### src/rtl/spawn_in_stream_arbiter.sv
`default_nettype none
// ============================================================================
// Module      : spawn_in_stream_arbiter
// Description : Packet-aware round-robin arbiter that merges NUM_PORTS
//               accelerator spawn AXI-Stream masters into the single
//               spawn_in stream of the OmpSs manager. A granted source keeps
//               the output until the beat carrying s_tlast is accepted, so
//               packets are never interleaved. Every beat is tagged with the
//               index of its source on m_tid. The output side is fully
//               registered.
//
// Ports       : aclk                  clock, rising edge
//               interconnect_aresetn  asynchronous active-low reset
//               s_tvalid/s_tready     per-source handshake (NUM_PORTS bits)
//               s_tdata               source i at [i*DATA_WIDTH +: DATA_WIDTH]
//               s_tdest               source i at [i*3 +: 3]
//               s_tlast               per-source end of packet
//               m_tvalid/m_tready     merged output handshake
//               m_tid                 index of the source of the current beat
//               m_tdest/m_tdata       payload of the current beat
//               m_tlast               end of packet
//
// Revision    : 1.0 - initial release
// ============================================================================
module spawn_in_stream_arbiter #(
    parameter  int NUM_PORTS  = 16,
    parameter  int DATA_WIDTH = 64,
    localparam int ID_WIDTH   = $clog2(NUM_PORTS)
) (
    input  logic                            aclk,
    input  logic                            interconnect_aresetn,
    input  logic [NUM_PORTS-1:0]            s_tvalid,
    output logic [NUM_PORTS-1:0]            s_tready,
    input  logic [NUM_PORTS*DATA_WIDTH-1:0] s_tdata,
    input  logic [NUM_PORTS*3-1:0]          s_tdest,
    input  logic [NUM_PORTS-1:0]            s_tlast,
    output logic                            m_tvalid,
    input  logic                            m_tready,
    output logic [ID_WIDTH-1:0]             m_tid,
    output logic [2:0]                      m_tdest,
    output logic [DATA_WIDTH-1:0]           m_tdata,
    output logic                            m_tlast
);

    // ------------------------------------------------------------------------
    // Constants
    // ------------------------------------------------------------------------
    localparam logic [0:0]          c_ST_IDLE   = 1'b0;
    localparam logic [0:0]          c_ST_LOCKED = 1'b1;
    localparam int                  c_DW        = ID_WIDTH + 1;
    localparam logic [ID_WIDTH:0]   c_NUM       = c_DW'(NUM_PORTS);
    localparam logic [ID_WIDTH-1:0] c_LAST_ID   = ID_WIDTH'(NUM_PORTS - 1);
    localparam logic [ID_WIDTH-1:0] c_ID_ONE    = ID_WIDTH'(1);

    // ------------------------------------------------------------------------
    // State
    // ------------------------------------------------------------------------
    logic [0:0]          r_state;
    logic [ID_WIDTH-1:0] r_grant;
    logic [ID_WIDTH-1:0] r_rr_ptr;

    // ------------------------------------------------------------------------
    // Combinational nets
    // ------------------------------------------------------------------------
    logic                  w_req_any;
    logic [ID_WIDTH-1:0]   w_pick;
    logic [ID_WIDTH:0]     w_best_dist;
    logic                  w_sel_valid;
    logic                  w_sel_last;
    logic [DATA_WIDTH-1:0] w_sel_data;
    logic [2:0]            w_sel_dest;
    logic                  w_out_free;
    logic                  w_accept;

    // Distance of source idx from the round-robin pointer, going upward and
    // wrapping at NUM_PORTS. The requester with the smallest distance wins.
    // One extra bit of width keeps idx + NUM_PORTS from overflowing.
    function automatic logic [ID_WIDTH:0] f_rr_dist(
        input logic [ID_WIDTH:0] idx,
        input logic [ID_WIDTH:0] ptr
    );
        if (idx >= ptr) begin
            return idx - ptr;
        end
        return idx + c_NUM - ptr;
    endfunction

    // Round-robin pick: scan every source, keep the closest requester.
    always_comb begin
        w_req_any   = 1'b0;
        w_pick      = '0;
        w_best_dist = '1;
        for (int j = 0; j < NUM_PORTS; j++) begin
            if (s_tvalid[j] &&
                (!w_req_any || (f_rr_dist(c_DW'(j), {1'b0, r_rr_ptr}) < w_best_dist))) begin
                w_req_any   = 1'b1;
                w_pick      = ID_WIDTH'(j);
                w_best_dist = f_rr_dist(c_DW'(j), {1'b0, r_rr_ptr});
            end
        end
    end

    // The output register can take a new beat when it is empty or is being
    // drained in this very cycle.
    assign w_out_free = !m_tvalid || m_tready;

    // Granted-source multiplexer and per-source ready. Only the granted
    // source ever sees ready, and only while the arbiter is locked.
    always_comb begin
        w_sel_valid = 1'b0;
        w_sel_last  = 1'b0;
        w_sel_data  = '0;
        w_sel_dest  = '0;
        s_tready    = '0;
        for (int j = 0; j < NUM_PORTS; j++) begin
            if (r_grant == ID_WIDTH'(j)) begin
                w_sel_valid = s_tvalid[j];
                w_sel_last  = s_tlast[j];
                w_sel_data  = s_tdata[j*DATA_WIDTH +: DATA_WIDTH];
                w_sel_dest  = s_tdest[j*3 +: 3];
                s_tready[j] = (r_state == c_ST_LOCKED) && w_out_free;
            end
        end
    end

    assign w_accept = (r_state == c_ST_LOCKED) && w_sel_valid && w_out_free;

    // ------------------------------------------------------------------------
    // Arbitration FSM and output register
    // ------------------------------------------------------------------------
    always_ff @(posedge aclk or negedge interconnect_aresetn) begin
        if (!interconnect_aresetn) begin
            r_state  <= c_ST_IDLE;
            r_grant  <= '0;
            r_rr_ptr <= '0;
            m_tvalid <= 1'b0;
            m_tid    <= '0;
            m_tdest  <= '0;
            m_tdata  <= '0;
            m_tlast  <= 1'b0;
        end else begin
            case (r_state)
                c_ST_IDLE: begin
                    // Arbitration takes its own cycle; the first beat of the
                    // winner is accepted in the following one.
                    if (w_req_any) begin
                        r_grant <= w_pick;
                        r_state <= c_ST_LOCKED;
                    end
                end
                c_ST_LOCKED: begin
                    // Grant is held through s_tvalid gaps until the last
                    // beat of the packet has been taken.
                    if (w_accept && w_sel_last) begin
                        r_state  <= c_ST_IDLE;
                        r_rr_ptr <= (r_grant == c_LAST_ID) ? '0 : (r_grant + c_ID_ONE);
                    end
                end
                default: begin
                    r_state <= c_ST_IDLE;
                end
            endcase

            if (w_accept) begin
                m_tvalid <= 1'b1;
                m_tid    <= r_grant;
                m_tdest  <= w_sel_dest;
                m_tdata  <= w_sel_data;
                m_tlast  <= w_sel_last;
            end else if (m_tready) begin
                m_tvalid <= 1'b0;
            end
        end
    end

endmodule
`default_nettype wire
### config.mk
export PLATFORM = sky130hd
export DESIGN_NAME = spawn_in_stream_arbiter
export DESIGN_NICKNAME = d
export VERILOG_FILES = /design/src/rtl/spawn_in_stream_arbiter.sv
export SDC_FILE = /design/constraint.sdc
export NUM_CORES = 1
export LEC_CHECK = 0
export ABC_AREA = 0
export CORE_AREA = 5 5 467 469
export CTS_CLUSTER_DIAMETER = 200
export DETAILED_ROUTE_END_ITERATION = 12
export DIE_AREA = 0 0 472 474
export PLACE_DENSITY = 0.3
export SLEW_MARGIN = 20
export SYNTH_ARGS = -nofsm -noshare
export SYNTH_HDL_FRONTEND = slang
export SYNTH_SLANG_ARGS = --single-unit
### constraint.sdc
create_clock -name aclk -period 63.8 [get_ports aclk]
set_input_delay 12.76 -clock aclk [delete_from_list [all_inputs] [get_ports aclk]]
set_output_delay 12.76 -clock aclk [all_outputs]
set_load 0.05 [all_outputs]
Word-level counts from Yosys, hierarchy flattened
Cells that the tools add are included.

Add/subtract/negate cells: 32. Magnitude comparators: 30. Equal/unequal tests: 15. Mux-type cells: 206. Bitwise operators: 1. Reductions and logical operators: 55.

Operators with widths (number): 64-bit 2-to-1 mux (16); 5-bit 2-to-1 mux (59); 1-bit 2-to-1 mux (99); 5-bit < comparator (15); 5-bit by 4-bit subtractor with 5-bit output, first input constant (15); 4-bit 2-to-1 mux (15); 3-bit 2-to-1 mux (16); 4-bit by 4-bit subtractor with 5-bit output, first input constant (8); 4-bit == test, second input constant (8); 4-bit greater-or-equal comparator, first input constant (7); 3-bit by 4-bit subtractor with 5-bit output, first input constant (4); 1-bit logical AND (19); 4-bit by 3-bit == test with 1-bit output, second input constant (4); 3-bit by 4-bit greater-or-equal comparator with 1-bit output, first input constant (4); 1-bit logical NOT (16); 1-bit logical OR (16); 1-bit by 4-bit subtractor with 5-bit output, first input constant (2); 2-bit by 4-bit subtractor with 5-bit output, first input constant (2); 4-bit by 2-bit == test with 1-bit output, second input constant (2); 1-bit by 4-bit greater-or-equal comparator with 1-bit output, first input constant (2); 2-bit by 4-bit greater-or-equal comparator with 1-bit output, first input constant (2); 4-bit by 1-bit adder with 4-bit output, second input constant (1); 4-bit by 1-bit == test with 1-bit output, second input constant (1); 4-bit logical NOT (1); 4 further kinds (5).

Bits in registers: 82. Input bits: 1107. Output and inout bits: 89.

Longest topological paths before layout
Depth after elaboration: 95. Mapped depth: 145. Gate-level depth less buffers: 139.

Worst setup path after synthesis
Ideal clock, no wire load.

Path kind: input port to flip-flop. From: input port s_tvalid[0]. To: register r_grant[3]. Library setup time: 0.126 ns. Arrival: 37.218 ns. Required time: 63.674 ns. Setup slack: 26.456 ns. Stages: 132. Path buffers: 4. Path through: buf_2 inv_2 a31o_2 inv_1 ha_1 a21oi_2 a21oi_1 or3_1 a31o_2 ha_1 a21o_1 a221o_1 a21boi_1 nand2_1 nand2_1 o21ai_0 ha_1 and4_1 [96 not listed] clkbuf_1 mux2_4 ha_1 nand4_1 or2_2 nor2_1 o21ai_0 o21ai_1 nand3_1 o21ai_0 a31oi_1 ha_1 a21o_1 a21oi_1 and3_1 a22o_1 o21a_1 o32a_1.

Longest elaborated chain between the ends: 62. Elaborated cells on any way between the ends: 105. Those cells by class: order compare (15); mux (44); reduce/logical (46).

Ends and longest elaborated chain: from (decl) (line 32) `input logic [NUM_PORTS-1:0] s_tvalid,`; 5-bit 2-to-1 mux or 1-bit 2-to-1 mux (tied branches) (line 94) `if (s_tvalid[j] &&`; 5-bit < comparator or 1-bit logical NOT (tied branches) (line 95) `(!w_req_any || (f_rr_dist(c_DW'(j), {1'b0, r_rr_ptr}) < w_best_dist))) begin`; 1-bit logical OR (line 95); 1-bit logical AND (line 94); 5-bit 2-to-1 mux or 1-bit 2-to-1 mux (tied branches) (line 94); 5-bit < comparator or 1-bit logical NOT (tied branches) (line 95); 1-bit logical OR (line 95); 1-bit logical AND (line 94); [46 not listed]; 1-bit logical OR (line 95); 1-bit logical AND (line 94); 5-bit 2-to-1 mux or 1-bit 2-to-1 mux (tied branches) (line 94); 5-bit < comparator or 1-bit logical NOT (tied branches) (line 95); 1-bit logical OR (line 95); 1-bit logical AND (line 94); 1-bit 2-to-1 mux (line 94); 2-bit AND reduction (no line); to (signal assigned) (line 147) `r_grant <= w_pick;`; to (decl) (line 59) `logic [ID_WIDTH-1:0] r_grant;`.

Several ways; a longest one is shown, not always the timed one. A chain may end at the register's enable or synchronous reset.

Worst setup path in the final report
Ends and elaborated chain as after synthesis.

==> flow_summary.yaml <==
run_status:
  outcome: "completed"
finish:
  final_core_util: 0.147
  drive_gt1_frac: 0.0557
  area_growth_pct: 104
  layout.nets: 4579
  nFillCells: 24700
  fin_area_mm2: 0.0313
timing:
  worstMarginPinSlew_ns: 1.49
  timing.slew.headroom: 0.00452
  setup_viol: 0
  final-hold-violation-count: 0
  rsz0062_at_grt: "no"
  period_minus_slack_ns: 43.55
  fin_crit_sh: 0.683
  finClkSkew_ns: 0.0170
  fin_tns_setup_ns: 0
  timing.fmax_ghz: 0.0230
  finalMaxSlewViolations: 0
placement:
  placed_area_mm2: 0.0309
  dp_hpwl_um: 199000
  io_buffer_count: 1195
  place.gp.congestion: 0.880
synthesis:
  syn_area_mm2: 0.0154
  syn_avg_cell_area_um2: 6.58
  synth_top_area_share: 0.145
  yosys.area.top_type: "o21ai_0"
  netlist_instances: 2333
  synth_ff_type: "dfrtp_1"
  ys_ff_latch: 82
  yosys-top-cells-count: "o21ai_0 (445), a21oi_1 (255), clkbuf_1 (219), nand2_1 (201), nor2_1 (190)"
  ys_seq_area_frac: 0.134
  yosysMostFrequentCell: "o21ai_0"
  yosysWarnings: 0
  synth.distinct_cells: 79
  synth_edf_count: 0
  synthTopCellsByArea: "o21ai_0 (14%), dfrtp_1 (13%), a221o_1 (9.0%), a21oi_1 (8.3%), ha_1 (6.6%)"
  async_reset_ff_frac: 1.00
clock_tree:
  clkLatencyLatePin_ns: 0.38
  htree_levels: 3
  cts-buffers-inserted: 9
  cts_setup_buffers: 0
  holdBufCountCts: 0
  cts_tree: "yes"
  cts_root_buf: "clkbuf_16"
  clock-sinks: 82
  cts_resized: 0
  clockBufferDepth: 2
  clk_pin_slew_ns: 0.08
drt:
  drt-total-wl_um: 228000
  antenna_left: 0
  drtPass1Iterations: 7
  route.vias.total: 25100
  drc: 0
  avgRoutedWirePerCell_um: 36.3
  post_drt_via_cell_ratio: 4.00
  dr.first_iter.drc_count: 2124
global_routing:
  grt_pass1_wl_um: 282000
  grt_overflow_total: 0
  antenna_found_initial: 196
  grt.total_usage: 0.192
  grt_start_max_net_pins: 82
  grt_pass1_vias: 25100
setup_path:
  crit_type: "in -> reg"
  path_common_cell: "a21o_1"
  crit_arrival_ns: 43.82
  cp-end-kind: "register"
  cp_max_fo: 12
  cp_slowest_cell: "nor3_1"
  cp.required_ns: 64.07
  cp-start-kind: "primary input"
  critical_path.max_stage_delay_ns: 0.96
worst_hold_path:
  min_path_type: "reg -> reg"
die:
  fp.dieArea_mm2: 0.224
  start_util: 0.0719
  chipHeight_um: 474
  num_io_pins: 1196
  core-area_mm2: 0.214
  fp-row-count: 170
  die_w_um: 472
power:
  power.density_mw_per_mm2: 83.0
  vdd_drop_max_mv: 0.0920
  leakage_nw: 11.4
run:
  maxCapViolCount: 0
## placed cells by master, fill, tap and decap left out, drive strengths merged, types with 14 or more instances in the layout
| cell type | n |
|---|---|
| o211ai | 78 |
| nand3 | 90 |
| inv | 49 |
| nor2 | 190 |
| a21o | 35 |
| a22oi | 70 |
| a211oi | 78 |
| nand4 | 14 |
| buf | 92 |
| o21a | 19 |
| clkdlybuf4s50 | 1194 |
| nand2 | 201 |
| dfrtp | 82 |
| and2 | 15 |
| ha | 81 |
| a21oi | 257 |
| diode | 38 |
| o21ai | 454 |
| a221oi | 73 |
| a221o | 138 |
## sequential cells by signal, summed over array words and instances, names as in the netlist
signal	flops
m_tdata	64
m_tdest	3
m_tid	4
m_tlast	1
m_tvalid	1
r_grant	4
r_rr_ptr	4
r_state	1
## final cells by class
type / count / area, um2 / area share
Antenna cell: 38 / 95.1 / 0.00304
Multi-Input combinational cell: 1961 / 12500 / 0.399
Timing Repair Buffer: 1288 / 12700 / 0.404
Tap cell: 2838 / 3550 / 0.113
Inverter: 49 / 184 / 0.00588
Clock buffer: 10 / 229 / 0.00732
Clock inverter: 6 / 42.5 / 0.00136
Sequential cell: 82 / 2050 / 0.0656
## path summary, 6_finish.rpt
kind / from / to / slack [ns] / depth (start not counted)
setup / recovery: s_tvalid[0] / r_grant[3]$_DFFE_PN0P_ / 20.25 / 131
hold / removal: m_tdata[53]$_DFFE_PN0P_ / m_tdata[53]$_DFFE_PN0P_ / 0.48 / 2
setup reg to reg: r_rr_ptr[1]$_DFFE_PN0P_ / r_grant[3]$_DFFE_PN0P_ / 31.34 / 133
hold reg to reg: m_tdata[53]$_DFFE_PN0P_ / m_tdata[53]$_DFFE_PN0P_ / 0.48 / 2
max in group asynchronous: interconnect_aresetn / r_rr_ptr[0]$_DFFE_PN0P_ / 50.14 / 2
min in group asynchronous: interconnect_aresetn / m_tdata[41]$_DFFE_PN0P_ / 12.41 / 1
## layer usage
| layer | wire, um | share of wire | up-vias | global-route usage |
|---|---|---|---|---|
| li1 | - | - | 11200 | - |
| met5 | 733 | 0.0032 | - | 0 |
| met3 | 21200 | 0.093 | 287 | 0.0651 |
| met4 | 3870 | 0.017 | 106 | 0.0266 |
| met1 | 98100 | 0.43 | 12300 | 0.250 |
| met2 | 104000 | 0.46 | 1252 | 0.315 |
## where the power goes
group / switching, W / internal [W] / total (W)
clock network: 0.0000299 / 0.0000267 / 0.0000566
registers: 0.0000156 / 0.0000793 / 0.0000950
logic: 0.00156 / 0.000886 / 0.00244
## logic make-up (layout without fill, tap and decap cells)
kind of cell | count (synthesis) | count (layout) | synth area share
compound gates | 1271 | 1271 | 0.543
simple gates | 579 | 579 | 0.165
buf+inv | 291 | 1353 | 0.0728
flops | 82 | 82 | 0.134
fa+ha+maj | 81 | 81 | 0.0660
mux | 17 | 17 | 0.0127
xor+xnor | 11 | 11 | 0.00627
other cells | 1 | 40 | 0.000244
## worst max-delay path: cells and delay by family
| family | cells | cell delay (ns) |
|---|---|---|
| buffers and inverters | 9 | 1.48 |
| multiplexers | 5 | 1.56 |
| AND/OR/NAND/NOR | 28 | 5.89 |
| AO/OA/AOI/OAI | 74 | 17.46 |
| adder cells (fa/ha/maj) | 15 | 4.60 |
## metrics by stage
step | cells | hold WS [ns] | setup WS (ns) | power, W
after floorplan | 2334 | 0.499 | 26.46 | 0.00162
after global placement | 6214 | 0.460 | 20.34 | 0.00255
after detailed placement | 6216 | 0.469 | 20.17 | 0.00253
after CTS | 6232 | 0.486 | 20.50 | 0.00261
after global routing | 6244 | 0.492 | 18.00 | 0.00283
final | 6272 | 0.479 | 20.25 | 0.00260
(Power assumes the default switching activity.)
